`config.mk`:
```
export PLATFORM = sky130hd
export DESIGN_NAME = mem_copy_engine
export DESIGN_NICKNAME = d
export VERILOG_FILES = /design/src/rtl/mem_copy_engine.sv
export SDC_FILE = /design/constraint.sdc
export NUM_CORES = 1
export LEC_CHECK = 0
export CORE_MARGIN = 3
export CORE_UTILIZATION = 54
export CTS_BUF_LIST = sky130_fd_sc_hd__clkbuf_8
export DETAILED_ROUTE_END_ITERATION = 12
export GPL_ROUTABILITY_DRIVEN = 0
export PLACE_DENSITY = 0.95
export RECOVER_POWER = 50
export REMOVE_ABC_BUFFERS = 1
export SYNTH_ARGS = -nofsm -noshare
export SYNTH_HDL_FRONTEND = slang
export SYNTH_SLANG_ARGS = --single-unit
```
`constraint.sdc`:
```
create_clock -name clk -period 2.4 [get_ports clk]
set_input_delay 0.48 -clock clk [delete_from_list [all_inputs] [get_ports clk]]
set_output_delay 0.48 -clock clk [all_outputs]
set_load 0.02 [all_outputs]
```
`src/rtl/mem_copy_engine.sv`:
```
// Block-move engine: copies `length` words src->dst, one READ then one WRITE cycle per word.
// Optional running checksum output enabled by defining MEM_COPY_CHECKSUM_EN.
module mem_copy_engine #(
  parameter int ADDR_W = 16,
  parameter int DATA_W = 16
) (
  input  logic              clk,
  input  logic              rst_n,
  input  logic              start,
  input  logic [ADDR_W-1:0] src_base,
  input  logic [ADDR_W-1:0] dst_base,
  input  logic [ADDR_W-1:0] length,
  input  logic [DATA_W-1:0] readData,
  output logic [ADDR_W-1:0] address,
  output logic [DATA_W-1:0] mem_write_data,
  output logic              mem_write_en,
  output logic              busy,
  output logic              done,
  output logic [ADDR_W-1:0] words_copied
`ifdef MEM_COPY_CHECKSUM_EN
  ,
  output logic [DATA_W-1:0] checksum
`endif
);

  typedef enum logic [1:0] {IDLE, READ, WRITE, DONE} state_t;

  state_t            state, state_n;
  logic [ADDR_W-1:0] src_ptr, src_ptr_n;
  logic [ADDR_W-1:0] dst_ptr, dst_ptr_n;
  logic [ADDR_W-1:0] remaining, remaining_n;
  logic [ADDR_W-1:0] words_n;
  logic [ADDR_W-1:0] address_n;
  logic [DATA_W-1:0] wdata_n;
  logic              wen_n;

  // mem_write_data doubles as the read buffer: it is loaded at the end of READ
  // and presented unchanged throughout the following WRITE cycle.
  always_comb begin
    state_n     = state;
    src_ptr_n   = src_ptr;
    dst_ptr_n   = dst_ptr;
    remaining_n = remaining;
    words_n     = words_copied;
    address_n   = address;
    wdata_n     = mem_write_data;
    wen_n       = 1'b0;
    case (state)
      IDLE: begin
        if (start) begin
          words_n = '0;
          if (length != '0) begin
            src_ptr_n   = src_base;
            dst_ptr_n   = dst_base;
            remaining_n = length;
            address_n   = src_base;
            state_n     = READ;
          end else begin
            state_n = DONE;
          end
        end
      end
      READ: begin
        wdata_n   = readData;
        address_n = dst_ptr;
        wen_n     = 1'b1;
        state_n   = WRITE;
      end
      WRITE: begin
        src_ptr_n   = src_ptr + ADDR_W'(1);
        dst_ptr_n   = dst_ptr + ADDR_W'(1);
        remaining_n = remaining - ADDR_W'(1);
        words_n     = words_copied + ADDR_W'(1);
        if (remaining == ADDR_W'(1)) begin
          state_n = DONE;
        end else begin
          address_n = src_ptr + ADDR_W'(1);
          state_n   = READ;
        end
      end
      DONE: begin
        state_n = IDLE;
      end
      default: state_n = IDLE;
    endcase
  end

  always_ff @(posedge clk) begin
    if (!rst_n) begin
      state          <= IDLE;
      src_ptr        <= '0;
      dst_ptr        <= '0;
      remaining      <= '0;
      words_copied   <= '0;
      address        <= '0;
      mem_write_data <= '0;
      mem_write_en   <= 1'b0;
    end else begin
      state          <= state_n;
      src_ptr        <= src_ptr_n;
      dst_ptr        <= dst_ptr_n;
      remaining      <= remaining_n;
      words_copied   <= words_n;
      address        <= address_n;
      mem_write_data <= wdata_n;
      mem_write_en   <= wen_n;
    end
  end

  assign busy = (state == READ) || (state == WRITE);
  assign done = (state == DONE);

`ifdef MEM_COPY_CHECKSUM_EN
  always_ff @(posedge clk) begin
    if (!rst_n) begin
      checksum <= '0;
    end else if (state == IDLE && start) begin
      checksum <= '0;
    end else if (state == WRITE) begin
      checksum <= checksum + mem_write_data;
    end
  end
`endif

endmodule
```
==> impl_metrics.toml <==
[detailed_routing]
drt-total-wl_mm = 16.4
routed_via_density = 6.15
first_pass_iters = 6
drc_errors = 0
wl_per_cell_um = 16.7
vias = 6058
drtIter0Drc = 749
antenna_left = 0

[power_and_ir_drop]
p_per_area_nw_per_um2 = 1020
max-vdd-ir-drop_v = 0.000704
power_mw = 7.55
leakagePower_nw = 2.78

[critical_path]
cp_max_fo = 23
cp_data_required_time_ns = 2.67
end_kind = "register"
critPathSlowestCell = "ha_1"
critical_path_arrival_ns = 2.50
path_cells = "inv_1 > ha_1 > clkbuf_2 > mux2i_1 > nor2_1"
critical-path-top-delay-family = "adder cells"
cp.depth = 5
critical_path_class = "register to register"
critPathMaxStageDelay_ns = 0.86
critPathLaunchType = "register"
rr_worst_depth = 5
cp_num_buf_inv = 2

[clock_tree]
cts_buffers = 9
clock_latency_ns = 0.38
root_buffer = "clkbuf_8"
cts_buffer_depth = 2
clock_sinks = 99
cts_tree = "yes"
holdBufCountCts = 0
cts.clk_slew.worst_paths_ns = 0.09
htree_levels = 3

[floorplan]
std_cell_rows = 37
start_util_pct = 55.6
core_area_um2 = 10300
die-area_um2 = 11900
dieHeight_um = 109
io_pins = 118
die_w_um = 109

[sta]
finalSetupViolations = 0
rsz0062_at_grt = "false"
period_share_pct = 92.8
slew_headroom_pct = 28.9
setup_tns_ns = 0
setup_ws_ns = 0.173
finClkSkew_ns = 0.0138
timing.fmax_mhz = 449
hold_viol = 0
tightestPinTransition_ns = 1.07
slew_viol_final = 0
period_minus_slack_ns = 2.23

[synth]
synth_edf_count = 0
synthTopCellsByArea = "dfxtp_1 (35%), a21oi_1 (6.1%), nand2_1 (6.0%), nor2_1 (5.6%), mux2i_1 (4.7%)"
ys_ff_latch = 99
synth_top_area_share_pct = 34.5
synth_top_area_cell = "dfxtp_1"
synthDistinctLibCells = 77
async_flop_share_pct = 0
synth.yosys.seq_area_share_pct = 34.5
ys.warnings.count = 0
postSynthCellCount = 731
synth_flop_cell = "dfxtp_1"
syn-cell-area_um2 = 5740
avgSynthCellArea_um2 = 7.85

[finish]
drive_above_1_share_pct = 9.89
layout_commonest_cell = "dfxtp_1"
fin_nets = 921
num_antenna_cells = 0
area_growth_pct = 28.4
layout_common_cells = "dfxtp_1 (99), nand2_1 (91), nor2_1 (85)"
fin_cells = 985

[min_path]
whs_path_depth = 2
min_path_type = "register to register"

[grt]
gr-usage-all-layers_pct = 28.0
grt_max_degree = 54
antenna_found_initial = 0
grt_pass1_vias = 5642
grt_first_pass_wirelength_mm = 26.7
overflow = 0

[run]
max_cap_violations = 0

[placed_design]
pre_cts_slack_ns = -0.0529
hpwlAfterDp_mm = 11.8
dp.cells = 970
port_buffers = 117

[outcome]
outcome = "completed"
logic make-up (layout without fill, tap and decap cells):
logic type / count (synthesis) / count (layout) / synth area share, %
and+or+nand+nor: 291 / 291 / 25.5
AOI/OAI and AO/OA: 219 / 219 / 25.3
DFF: 99 / 99 / 34.5
buffers and inverters: 67 / 185 / 4.97
muxes: 30 / 30 / 5.30
xor gates and xnor gates: 16 / 16 / 2.44
adders and majority gates: 9 / 9 / 1.96
final timing paths:
path,slack [ns],start,end
worst max-delay path,0.17,state[1],mem_write_data[4]
worst min-delay path,0.46,address[12],address[12]
worst max register to register,0.17,state[1],mem_write_data[4]
worst min register to register,0.46,address[12],address[12]
Yosys cell counts (3+ instances only):
library cell and count:
buf_2 15, a41oi_1 10, a31oi_1 6, and3_1 6, xor2_1 9, a221oi_1 4, nor4_1 6, a211oi_2 5
nor4_2 3, o31ai_1 4, a221o_1 5, ha_1 9, o21ai_1 16, nand3b_1 4, nor2b_1 5, o21a_1 4
nand2_1 91, dfxtp_1 99, or3_1 10, mux2i_1 27, clkbuf_1 31, nor3_1 17, xnor2_1 7, and2_1 3
a21o_1 4, nand4_1 12, nor2_1 85, o32ai_1 10, o21ai_0 40, nand2b_1 4, o221a_1 6, a31o_1 4
mux2_2 3, nand3_1 24, a21oi_1 70, o221ai_1 3, buf_1 4, inv_1 13, o2bb2ai_1 5
metal layers:
layer  wire, µm  track usage (%)
met5          0                0
met4        541             12.5
met3       1410             5.68
met2       7720             45.9
met1       6760             35.3
cell type report:
class	count	area, µm²
multi-input combinational	565	3500
fill	763	2950
sequential	99	1980
timing repair buffer	156	1500
tap	136	170
clock buffer	10	138
inverter	14	52.6
clock inverter	5	30.0
registers in the layout, indices dropped and copies added (netlist names):
name            cells
mem_write_en        1
remaining          16
dst_ptr            16
address            16
state               2
src_ptr            16
words_copied       16
mem_write_data     16
stage by stage:
stage	hold slack (ns)	utilization, %	instance area (µm²)
floorplan	0.451	-	5510
global placement	0.443	69.8	7210
detailed placement	0.456	69.8	7210
CTS	0.468	71.5	7380
global route	0.484	71.4	7370
finish	0.463	71.4	7370
where the power goes:
part,internal [mW],switching (mW)
logic,1.68,2.30
clock network,0.394,0.586
registers,2.10,0.488
tightest hold or removal path: stages, from the launching register on:
cell and delay (ns):
dfxtp_1 0.31, nand2_1 0.05, mux2i_1 0.06
timing repair:
action | 4_1_cts | 5_1_grt
gates resized for setup | 0 | 2
buffers inserted | 0 | 0
endpoints found under the setup margin | 0 | 8
(Power assumes the default switching activity.)
==> edit 1, RTL diff (same settings) <==
Remove the register `mem_write_en`: a continuous assignment takes its place, so the output `mem_write_en` follows one clock earlier.
--- a/src/rtl/mem_copy_engine.sv
+++ b/src/rtl/mem_copy_engine.sv
@@ -94,7 +94,6 @@
       words_copied   <= '0;
       address        <= '0;
       mem_write_data <= '0;
-      mem_write_en   <= 1'b0;
     end else begin
       state          <= state_n;
       src_ptr        <= src_ptr_n;
@@ -103,9 +102,10 @@
       words_copied   <= words_n;
       address        <= address_n;
       mem_write_data <= wdata_n;
-      mem_write_en   <= wen_n;
     end
   end
+
+  assign mem_write_en = wen_n;
 
   assign busy = (state == READ) || (state == WRITE);
   assign done = (state == DONE);
Function: changed (Yosys sat finds a counterexample within 4 cycles, from zero or initial values and one cycle with rst_n low).
==> edit 1 against the unedited design <==
  * Final area shrank 0.63%
  * Power fell by 0.90%
  * Clock power increased by 22%
  * Hold slack got worse by 3.1 ps
  * Combinational power down 4%
  * Count of clock-buffer cells in the layout did not move
  * Area after synthesis is 3.3% lower
  * Critical path type is now flop to primary output
  * Sequential power decreased by 4%
  * Wire length increased by 7.4%
  * Non-clock buffer count is 8 higher
  * Largest power group unchanged
  * Sequential cell count is 1 lower
  * Worst setup slack worse by 110 ps
  * Largest cell class unchanged
==> edit 1: results <==
drt:
  drtIter0Drc: 521
  dr_wl_met2_um: 8280
  routed_wl_um: 17600
  topRoutingLayerUsed: "met4"
  num_vias: 6190
  avgRoutedWirePerCell_um: 18.3
  wl_met1_um: 6830
  met3WireLength_um: 1820
finish:
  layout-drive-gt1-share_pct: 10.7
  diodes: 0
  fin_nets: 905
place:
  hpwl_um: 12100
  dp.cells: 950
  dp_worst_setup_slack_ps: -170
grt:
  grt_use_met2_pct: 50.7
  grt_usage_pct: 30.3
  grtUsageMet1_pct: 37.3
  grt_pass1_wl_um: 28600
  grt_use_met3_pct: 6.84
  first_global_vias: 6011
  grt_max_degree: 74
setup_path:
  cp.arrival_ps: 1860
  regToRegStartpoint: "state[0]"
  cpMaxStageDelayCell: "clkdlybuf4s50_1"
  cp_slowest_stage_delay_ps: 600
  r2r-end: "dst_ptr[3]"
  criticalPathCategory: "flop to primary output"
  endpoint: "busy"
  worstPathMaxFanout: 4
timing:
  layout_setup_ws_ps: 59.1
  clock_skew_ps: 9.91
  relSlewSlack_pct: 50.9
  hold_slack_ps: 460
synth:
  synth.area.mux_share_pct: 5.64
  synth-xor-area-share_pct: 3.47
  synth_area_leaders: "dfxtp_1 (35%), nand2_1 (7.1%), mux2i_1 (5.2%)"
  synthAdderAreaFrac_pct: 2.03
  ys_types: 66
  ys_seq_area_share_pct: 35.3
  synth_compound_area_share_pct: 24.2
  avgSynthCellArea_sq_um: 7.81
  synth_common_cells: "nand2_1 (105), dfxtp_1 (98), nor2_1 (73)"
power_and_ir_drop:
  p_leak_nw: 2.85
  peakVddDrop_mv: 0.519
clock_tree:
  cts_resized: 1
  cts_buffers: 9
  cts.path.max_buffers: 2
  postCtsSetupBuffers: 0
  clk-insertion-delay-late_ps: 380
worst_hold_path:
  hold_start: "address[2]"
  hold_path_end: "address[2]"
outcome:
  status: "completed"
[edit 1: stage by stage]
stage	total power [mW]	cell area, sq um	TNS, ps
detailed placement	6.18	7070	-2240
global route	7.88	7320	0
finish	7.49	7320	0
floorplan	4.62	5330	-93780
CTS	7.42	7300	0
global placement	6.00	7070	-51.5
[edit 1: area by class of cell]
| type | instances | area, sq um |
|---|---|---|
| Clock buffer | 10 | 138 |
| Clock inverter | 6 | 81.3 |
| Fill cell | 686 | 2540 |
| Inverter | 10 | 37.5 |
| Multi-Input combinational cell | 546 | 3360 |
| Sequential cell | 98 | 1960 |
| Tap cell | 133 | 166 |
| Timing Repair Buffer | 164 | 1580 |
[edit 1: critical path, delay by kind of cell (launching register included)]
kind	cells	cell delay [ps]
fa+ha+maj	1	350
buf+inv	2	710
flops	1	420
[edit 1: power by group]
group	internal, mW	switching, mW
logic	1.65	2.16
clock network	0.609	0.592
registers	2.04	0.436
==> edit 2, RTL diff (config.mk and constraints unchanged) <==
Without the edit above. Build with the macro `MEM_COPY_CHECKSUM_EN` defined.
--- a/src/rtl/mem_copy_engine.sv
+++ b/src/rtl/mem_copy_engine.sv
@@ -1,5 +1,7 @@
 // Block-move engine: copies `length` words src->dst, one READ then one WRITE cycle per word.
 // Optional running checksum output enabled by defining MEM_COPY_CHECKSUM_EN.
+`define MEM_COPY_CHECKSUM_EN
+
 module mem_copy_engine #(
   parameter int ADDR_W = 16,
   parameter int DATA_W = 16
Function (old outputs only; new: checksum): kept (equiv_simple and equiv_induct, registers matched by name and starting in step).
==> edit 2 against the unedited design <==
  * Wire length up 21%
  * First-iteration DRC count down 20%
  * Area after synthesis is 15% higher
  * Worst setup slack got worse by 120 ps
  * Fmax shrank 5.2%
  * Sequential power is 6% lower
  * Clock power increased by 120%
  * Global-route usage is 1.3 points higher
  * Sequential cell count grew 16
  * Hold slack worse by 5.7 ps
  * Cell count is 16% higher
  * Final area is 20% higher
  * Power shrank 7.0%
  * Critical path type unchanged
  * Highest routed layer unchanged
==> edit 2: results <==
outcome:
  status: "completed"
clock_tree:
  cts.path.max_buffers: 2
  cts_buffers: 17
  htreeDepth: 4
  clkTransAtPathRegs_ps: 70
  clk-insertion-delay-late_ps: 440
finish:
  fin_nets: 1080
  nFillCells: 796
  diodes: 0
  layout-drive-gt1-share_pct: 11.0
synth:
  synth_common_cells: "dfxtp_1 (115), nor2_1 (93), nand2_1 (81)"
  ys_types: 66
  synth_area_leaders: "dfxtp_1 (35%), a21oi_1 (6.0%), nor2_1 (5.3%)"
  ys_seq_area_share_pct: 35.0
  synth_top_cell_area_share_pct: 35.0
timing:
  hold_slack_ps: 457
  max_freq_ghz: 0.426
  relSlewSlack_pct: 57.1
  clock_skew_ps: 7.75
power_and_ir_drop:
  peakVddDrop_mv: 0.436
  p_leak_nw: 3.50
grt:
  grt_pass1_wl_um: 32100
  grt_max_degree: 59
  grt_use_met2_pct: 50.0
  grtUsageMet1_pct: 34.3
  grt_use_met3_pct: 8.08
  first_global_vias: 6868
  grt_usage_pct: 29.2
drt:
  num_vias: 7020
  first_pass_iters: 6
  avgRoutedWirePerCell_um: 17.4
  drtIter0Drc: 598
setup_path:
  r2r-end: "address[14]"
  cp.arrival_ps: 2710
  worstPathMaxFanout: 14
  cpMaxStageDelayCell: "or4_4"
  cp_slowest_stage_delay_ps: 500
  regToRegStartpoint: "state[0]"
  ff2ff_setup_slack_ps: 50
  r2r_cells: 9
place:
  dp_worst_setup_slack_ps: -248
  hpwl_um: 13600
  port_buffers: 133
worst_hold_path:
  hold_start: "address[10]"
  hold_path_end: "address[10]"
  hp-class: "flop to flop"
edit 2: cell count changes after synthesis, moves of 10 or more:
cell,change
o211ai_1,+10
ha_1,+15
a211oi_1,+13
nand2_1,-10
buf_2,-14
o32ai_1,-10
nor3_1,+10
o21ai_1,-16
and2_1,+11
a22oi_1,+15
dfxtp_1,+16
edit 2: metrics by stage:
stage | instance area [sq um] | instances
6_report | 8850 | 1144
5_1_grt | 8850 | 1144
4_1_cts | 8850 | 1144
3_5_place_dp | 8350 | 1110
3_3_place_gp | 8350 | 1110
2_1_floorplan | 6370 | 780
edit 2: area by class of cell:
type | count | area share [%]
clock inverter | 10 | 1.99
timing repair buffer | 189 | 20.2
clock buffer | 22 | 3.42
multi-input combinational | 646 | 45.5
inverter | 19 | 0.806
sequential | 115 | 26.0
tap | 143 | 2.02
edit 2: cell families after synthesis:
group,synth area share (%)
flip-flops,35.0
XOR/XNOR,3.46
adder cells (fa/ha/maj),4.86
buffers and inverters,4.41
multiplexers,5.07
AO/OA/AOI/OAI,23.7
AND/OR/NAND/NOR,23.5
edit 2: power by group:
group	total, mW	internal (mW)	switching [mW]
registers	2.43	2.17	0.256
logic	2.42	1.07	1.35
clock network	2.17	1.37	0.802
edit 2: what timing repair did:
item	CTS	global route
gates resized for setup	2	6
endpoints found under the setup margin	4	18
setup buffers	2	0
pin swaps	0	2
hold buffers	0	0
edit 2: worst max path at each step:
stage / start / to / depth (start not counted)
floorplan: state[0] / dst_ptr[5] / 6
global placement: length[6] / address[14] / 8
detailed placement: length[10] / address[14] / 8
CTS: state[0] / address[14] / 9
global route: checksum[0] / checksum[14] / 9
finish: state[0] / address[14] / 9
edit 2: per-layer routing:
layer	part of all wire, %	vias up
li1	-	3348
met1	41	3284
met2	49	337
met3	8.4	51
met4	2.2	0
met5	0	-
edit 2: critical path: cells and delay by family (launching register included):
family                   cells  cell delay [ps]
AO/OA/AOI/OAI                2              410
adder cells (fa/ha/maj)      1              220
buffers and inverters        2              260
flip-flops                   1              350
AND/OR/NAND/NOR              4             1020
